**src/rtl/sprite_pos_regs_if.sv**
```systemverilog
// CPU store/load bus for the sprite position register file.
// The master drives the store strobe, address and data. The slave returns
// read-back data, which is only meaningful when SPRITE_POS_READBACK_EN is defined.
interface sprite_pos_regs_if;
  logic        mem_we;
  logic [15:0] mem_addr;
  logic [15:0] mem_wdata;
  logic [15:0] mem_rdata;

  modport master (output mem_we, output mem_addr, output mem_wdata, input mem_rdata);
  modport slave  (input mem_we, input mem_addr, input mem_wdata, output mem_rdata);
endinterface

```
**src/rtl/sprite_pos_regs.sv**
```systemverilog
// Sprite position register file with a once-per-frame commit.
// CPU stores land in six shadow registers. On the clock edge that recognises the
// start of vertical sync, each shadow is copied to its live output. X values are
// clamped to H_RES-1 and Y values to V_RES-1 on the way out.
// The module also provides a frame counter and a one-cycle frame tick.
// Optional feature macro: SPRITE_POS_READBACK_EN. When it is defined, mem_rdata
// returns the shadow value one cycle after the address is presented.
module sprite_pos_regs #(
  parameter int H_RES = 640,
  parameter int V_RES = 480,
  parameter int MX    = 6000,
  parameter int MY    = 6004,
  parameter int P1X   = 6008,
  parameter int P1Y   = 6012,
  parameter int P2X   = 6016,
  parameter int P2Y   = 6020
) (
  input  logic              clk_50MHz,
  input  logic              clear,
  sprite_pos_regs_if.slave  bus,
  input  logic              v_sync,
  output logic [15:0]       mx,
  output logic [15:0]       my,
  output logic [15:0]       p1x,
  output logic [15:0]       p1y,
  output logic [15:0]       p2x,
  output logic [15:0]       p2y,
  output logic              frame_tick,
  output logic [15:0]       frame_cnt,
  output logic              pending
);

  localparam int          NREG  = 6;
  localparam logic [15:0] X_MAX = 16'(H_RES - 1);
  localparam logic [15:0] Y_MAX = 16'(V_RES - 1);
  // Register order: even entries are X coordinates and odd entries are Y coordinates.
  localparam logic [15:0] ADDR_TAB [NREG] = '{16'(MX), 16'(MY), 16'(P1X),
                                              16'(P1Y), 16'(P2X), 16'(P2Y)};

  logic [15:0]     shadow_q [NREG];
  logic [15:0]     shadow_d [NREG];
  logic [15:0]     live_q   [NREG];
  logic [15:0]     live_d   [NREG];
  logic [NREG-1:0] hit;

  logic            s1_q, s2_q, s3_q;
  // Marks which synchroniser stages hold a real post-reset sample rather than
  // the idle-high reset value. Without it, v_sync already low at reset release
  // would look like a falling edge.
  logic [2:0]      vld_q;
  logic            commit;

  logic            frame_tick_q;
  logic [15:0]     frame_cnt_q, frame_cnt_d;
  logic            pending_q, pending_d;

  assign commit = s3_q & ~s2_q & vld_q[2];

  // Per-register address decode, shadow update and clamped commit value.
  generate
    for (genvar gi = 0; gi < NREG; gi++) begin : g_reg
      localparam logic [15:0] LIM = (gi % 2 == 0) ? X_MAX : Y_MAX;
      assign hit[gi]      = bus.mem_we && (bus.mem_addr == ADDR_TAB[gi]);
      assign shadow_d[gi] = hit[gi] ? bus.mem_wdata : shadow_q[gi];
      assign live_d[gi]   = commit ? ((shadow_q[gi] > LIM) ? LIM : shadow_q[gi])
                                   : live_q[gi];
    end
  endgenerate

  // A store on the commit edge still counts as pending for the next frame.
  assign pending_d   = commit ? (|hit) : (pending_q | (|hit));
  assign frame_cnt_d = commit ? frame_cnt_q + 16'd1 : frame_cnt_q;

  // v_sync synchroniser and validity chain; the synchroniser idles high.
  always_ff @(posedge clk_50MHz or negedge clear) begin
    if (!clear) begin
      s1_q  <= 1'b1;
      s2_q  <= 1'b1;
      s3_q  <= 1'b1;
      vld_q <= 3'b000;
    end else begin
      s1_q  <= v_sync;
      s2_q  <= s1_q;
      s3_q  <= s2_q;
      vld_q <= {vld_q[1:0], 1'b1};
    end
  end

  // Shadow registers, live outputs and frame bookkeeping.
  always_ff @(posedge clk_50MHz or negedge clear) begin
    if (!clear) begin
      for (int i = 0; i < NREG; i++) begin
        shadow_q[i] <= '0;
        live_q[i]   <= '0;
      end
      frame_tick_q <= 1'b0;
      frame_cnt_q  <= '0;
      pending_q    <= 1'b0;
    end else begin
      for (int i = 0; i < NREG; i++) begin
        shadow_q[i] <= shadow_d[i];
        live_q[i]   <= live_d[i];
      end
      frame_tick_q <= commit;
      frame_cnt_q  <= frame_cnt_d;
      pending_q    <= pending_d;
    end
  end

  assign mx         = live_q[0];
  assign my         = live_q[1];
  assign p1x        = live_q[2];
  assign p1y        = live_q[3];
  assign p2x        = live_q[4];
  assign p2y        = live_q[5];
  assign frame_tick = frame_tick_q;
  assign frame_cnt  = frame_cnt_q;
  assign pending    = pending_q;

`ifdef SPRITE_POS_READBACK_EN
  logic [15:0] rdata_q, rdata_d;

  // Read mux over the shadows. A store in the same cycle is not yet visible.
  always_comb begin
    rdata_d = '0;
    for (int i = 0; i < NREG; i++) begin
      if (bus.mem_addr == ADDR_TAB[i]) rdata_d = shadow_q[i];
    end
  end

  // Registered read data, one cycle of latency.
  always_ff @(posedge clk_50MHz or negedge clear) begin
    if (!clear) rdata_q <= '0;
    else        rdata_q <= rdata_d;
  end

  assign bus.mem_rdata = rdata_q;
`else
  assign bus.mem_rdata = '0;
`endif

endmodule

```
**src/flat_wrapper.sv**
```systemverilog
// flat-port wrapper written by rule: the top's interface ports become plain ports
module sprite_pos_regs_flat 
#(
  parameter int H_RES = 640,
  parameter int V_RES = 480,
  parameter int MX    = 6000,
  parameter int MY    = 6004,
  parameter int P1X   = 6008,
  parameter int P1Y   = 6012,
  parameter int P2X   = 6016,
  parameter int P2Y   = 6020
)
  (clk_50MHz, clear, v_sync, mx, my, p1x, p1y, p2x, p2y, frame_tick, frame_cnt, pending, bus_mem_we, bus_mem_addr, bus_mem_wdata, bus_mem_rdata);
  sprite_pos_regs_if bus_i ();
  input  logic clk_50MHz;
  input  logic clear;
  input  logic v_sync;
  output logic [15:0] mx;
  output logic [15:0] my;
  output logic [15:0] p1x;
  output logic [15:0] p1y;
  output logic [15:0] p2x;
  output logic [15:0] p2y;
  output logic frame_tick;
  output logic [15:0] frame_cnt;
  output logic pending;
  input wire logic [$bits(bus_i.mem_we)-1:0] bus_mem_we;
  input wire logic [$bits(bus_i.mem_addr)-1:0] bus_mem_addr;
  input wire logic [$bits(bus_i.mem_wdata)-1:0] bus_mem_wdata;
  output wire logic [$bits(bus_i.mem_rdata)-1:0] bus_mem_rdata;
  assign bus_i.mem_we = bus_mem_we;
  assign bus_i.mem_addr = bus_mem_addr;
  assign bus_i.mem_wdata = bus_mem_wdata;
  assign bus_mem_rdata = bus_i.mem_rdata;
  sprite_pos_regs #(.H_RES(H_RES), .V_RES(V_RES), .MX(MX), .MY(MY), .P1X(P1X), .P1Y(P1Y), .P2X(P2X), .P2Y(P2Y)) u_core (.clk_50MHz(clk_50MHz), .clear(clear), .bus(bus_i), .v_sync(v_sync), .mx(mx), .my(my), .p1x(p1x), .p1y(p1y), .p2x(p2x), .p2y(p2y), .frame_tick(frame_tick), .frame_cnt(frame_cnt), .pending(pending));
endmodule
```
**config.mk**
```make
export PLATFORM = sky130hd
export DESIGN_NAME = sprite_pos_regs_flat
export DESIGN_NICKNAME = d
export VERILOG_FILES = /design/src/rtl/sprite_pos_regs_if.sv /design/src/rtl/sprite_pos_regs.sv /design/src/flat_wrapper.sv
export SDC_FILE = /design/constraint.sdc
export NUM_CORES = 1
export LEC_CHECK = 0
export CAP_MARGIN = 20
export CORE_ASPECT_RATIO = 2
export CORE_MARGIN = 2
export CORE_UTILIZATION = 65
export CTS_BUF_LIST = sky130_fd_sc_hd__clkbuf_8
export CTS_CLUSTER_DIAMETER = 100
export CTS_CLUSTER_SIZE = 14
export DETAILED_ROUTE_END_ITERATION = 10
export DONT_BUFFER_PORTS = 1
export PLACE_DENSITY = 0.89
export SLEW_MARGIN = 30
export SYNTH_ARGS = -nofsm -noshare
export SYNTH_HDL_FRONTEND = slang
export SYNTH_SLANG_ARGS = --single-unit
export TNS_END_PERCENT = 30
```
**constraint.sdc**
```tcl
create_clock -name clk_50MHz -period 3.7 [get_ports clk_50MHz]
set_input_delay 0.37 -clock clk_50MHz [delete_from_list [all_inputs] [get_ports clk_50MHz]]
set_output_delay 0.37 -clock clk_50MHz [all_outputs]
set_load 0.01 [all_outputs]
```
==> results.md <==
- Synthesis-stage register bit count: approximately 220
- Worst hold slack: -444.6 ps
- Sink Count: around 220
- # setup viols final: 0
- Worst setup margin: around 1400 ps
- Layout Nets: 636
- Critical path startpoint category: register
- Routed len/inst: around 22 um
- Worst Setup SP: u_core.s3_q$_DFF_PN1_
- PD cells: 455.4 nW/um2
- Final wirelength: around 16,000 um
- DRT iter0 DRCs: just over 300
- Largest stage delay, worst path: 610 ps
- Die Y: approximately 160 um
- Violated checks: negative hold slack
- Most common flop cell mapped by yosys: dfrtp_1
- Share of cells above drive strength 1: 0.2132
- Max-cap violations: 0
- Rows: 58
- Min Tclk post-route: 2264 ps
- Final setup TNS: 0 ps
- CP Class: register to register
- Post-CTS Setup Bufs: 0
- Initial antenna violation count: 0
- Total track usage: 0.2409
- Worst skew pair latency: 510 ps
- Core area: 12,410 um2
- Filler Cells Inserted: ~780
- Vias in the first global route: 4,823
- Worst-path fanout max: 39
- RSZ-0062 raised after global routing: false
- Layout Utilization: 0.7059
- CP endpoint kind: register
- Vias: 4,574
- Area delta synth->final: 6.934%
- CP max-delay cell: nand4_1
- Finished Cell Area: 8760 um2
- First-pass GRT wire length: ~26,000 um
- Logic pwr share: 0.046
- Antenna diode count: 0
- Mapped Area: 8192 um2
- Sequential share of power: 0.654
- CTS tree: built
- Highest metal layer with signal wires: met4
- Yosys cell types: 39
- CTS clk-pin slew, worst paths: roughly 80 ps
- Slew Limit Fails: 0
- Largest net degree at the start of global routing: around 220
- Initial Utilization: 0.6601
- Pre-CTS WS: 1249 ps
- Gate Count Post-Synth: about 570
- Num CTS Buffers: 19
- Flop2flop setup slack: 1440 ps
- Post-route DRC: 0
- Mean Syn Cell Area: between 10 and 15 um2
- PortBufs: 0
- Met3 WL: around 1200 um
- I/O pin total: approximately 170
- Post-synth EDFFs: 0
- Worst min path class: input port to asynchronous set/reset pin
- Period utilization: 0.6119
- Fraction of registers with async set/reset: 1.000
- Rel. slew slack: 0.3911
- Clock power frac: 0.300
- Register area: 5409 um2
- Via density: roughly 6.1
- Met2 Routed Length: 8141 um
- H-Tree Depth: 1
- Ys Warns: 0
- Cells along the critical path: nand3b_1 > inv_2 > nand4_1 > o22a_1
- Layout Skew: about 20 ps
- Power Internal: between 3000 and 4000 uW
- Antenna Nets Post-Route: 0
- Sw frac: 0.2379
- Worst EP arrival: about 2600 ps
- Initial DRT Pass Iterations: 4
- GP Congestion: 0.8038
- Final hold vios: ~220
- Slew @ Worst Pin: 910.7 ps
- P_sw: between 900 and 1000 uW
- R2R depth: 4
- Outcome: finished with violations
- Die ar.: between 10,000 and 15,000 um2
- Register area share after synthesis: 0.6603
- Dpl cell area: approximately 8000 um2
- Worst reg2reg path startpoint: u_core.s3_q$_DFF_PN1_
- Reg2reg end: u_core.p2y[2]$_DFFE_PN0P_
- Area of the multi-input gates: 2572 um2
- Lkg Pwr: 0.004367 uW
- Clock tree buffer depth: 3
- VDD IR max: roughly 430 uV
- Post-Route M1 WL: approximately 6600 um
- Final HPWL DP: between 10,000 and 15,000 um
- Die X: approximately 83 um
- Fmax: ~440 MHz
- Gr ovfl total: 0
- Worst Path Required: approximately 4100 ps
- Root Driver: clkbuf_8
[area by class of cell]
type                            count  area share
Sequential cell                   216      0.6175
Multi-Input combinational cell    326      0.2937
Clock buffer                       19     0.02985
Timing Repair Buffer               26     0.02885
Tap cell                          150     0.02143
Clock inverter                      8    0.004428
Inverter                           10    0.004285
[worst max path at each step]
stage	end	slack [ps]	depth (start not counted)
2_1_floorplan	u_core.shadow_q[53]$_DFFE_PN0P_	1560	6
6_report	u_core.p2y[2]$_DFFE_PN0P_	1440	4
4_1_cts	u_core.p2y[2]$_DFFE_PN0P_	1420	4
5_1_grt	u_core.p2y[5]$_DFFE_PN0P_	1270	4
3_5_place_dp	u_core.shadow_q[93]$_DFFE_PN0P_	1250	4
3_3_place_gp	u_core.shadow_q[88]$_DFFE_PN0P_	1330	4
[power by group through the flow]
| stage | Combinational, uW | Sequential, uW | Clock [uW] |
|---|---|---|---|
| after floorplan | 140 | 2620 | 0 |
| after global placement | 140 | 2650 | 0 |
| after detailed placement | 150 | 2660 | 0 |
| after CTS | 181 | 2610 | 1220 |
| after global routing | 203 | 2620 | 1310 |
| final | 184 | 2610 | 1200 |
[cell usage after synthesis, drive strengths merged, types with 2 or more instances]
master  number  share of area
a21oi        3         0.0018
and2        39          0.030
and4         3         0.0032
buf         28          0.024
clkbuf       9         0.0041
conb         2        0.00092
dfrtp      213           0.65
dfstp        3         0.0096
inv         10         0.0046
mux2        96           0.14
nand2       30          0.014
nand2b       3         0.0032
nand3        6         0.0037
nand4       15          0.011
nand4b       2         0.0021
nor2        16         0.0073
nor3         7         0.0043
nor4         8         0.0079
o21ai       12         0.0073
o22a        42          0.045
o31ai        3         0.0027
xnor2       11          0.012
xor2         4         0.0043
[cells in the final DEF, fill, tap and decap left out, drive strengths merged]
cell / synthesis / routed
a21oi: 3 / 3
a32o: 1 / 1
and2: 39 / 39
and3: 1 / 1
and4: 3 / 3
buf: 28 / 3
clkbuf: 9 / 19
clkinvlp: 0 / 1
conb: 2 / 17
dfrtp: 213 / 213
dfstp: 3 / 3
dlygate4sd3: 0 / 23
ha: 1 / 1
inv: 10 / 17
mux2: 96 / 96
nand2: 30 / 30
nand2b: 3 / 3
nand3: 6 / 6
nand3b: 1 / 1
nand4: 15 / 15
nand4b: 2 / 2
nor2: 16 / 16
nor3: 7 / 7
nor4: 8 / 8
nor4b: 1 / 1
o21ai: 12 / 12
o22a: 42 / 42
o31ai: 3 / 3
or2: 1 / 1
or3: 1 / 1
or4: 1 / 1
or4b: 1 / 1
xnor2: 11 / 11
xor2: 4 / 4
[worst max-delay path, delay by kind of cell (launching register included)]
kind / cells / cell delay (ps)
AND/OR/NAND/NOR: 2 / 710
buffers and inverters: 1 / 550
flip-flops: 1 / 530
AO/OA/AOI/OAI: 1 / 350
[sequential cells by signal (all words and copies together) (netlist names)]
name               count
u_core.s2_q            1
u_core.mx             16
u_core.vld_q           3
u_core.pending         1
u_core.shadow_q       96
u_core.s1_q            1
u_core.frame_tick      1
u_core.frame_cnt      16
u_core.p2x            16
u_core.p1y            16
u_core.p2y            16
u_core.s3_q            1
u_core.my             16
u_core.p1x            16
[through the flow]
step	hold slack [ps]	instances	total power, uW
final	-444.6	755	3989
after global routing	-467.9	755	4136
after CTS	-473.6	752	4016
after global placement	78.32	704	2791
after detailed placement	79.65	705	2807
after floorplan	74.41	589	2762
[kinds of logic after synthesis]
| logic type | Yosys count | synth area share |
|---|---|---|
| AOI/OAI and AO/OA | 61 | 0.05804 |
| xor gates and xnor gates | 15 | 0.01604 |
| adders and majority gates | 1 | 0.001527 |
| buffers and inverters | 47 | 0.03253 |
| DFF | 216 | 0.6603 |
| muxes | 96 | 0.1366 |
| other | 2 | 0.0009168 |
| and+or+nand+nor | 136 | 0.09409 |
[routing by layer]
layer  vias up  global-route usage
met1      2365              0.3172
li1       2027                   -
met2       154              0.3919
met4         0             0.08569
met5         -                   0
met3        28             0.06183
[repair_timing]
item / CTS / global route
gates resized for setup: 0 / 0
hold buffers: 20 / 3
endpoints found under the hold margin: 283 / 219
setup endpoints to repair: 0 / 0
Power figures use the tool's default switching activity.
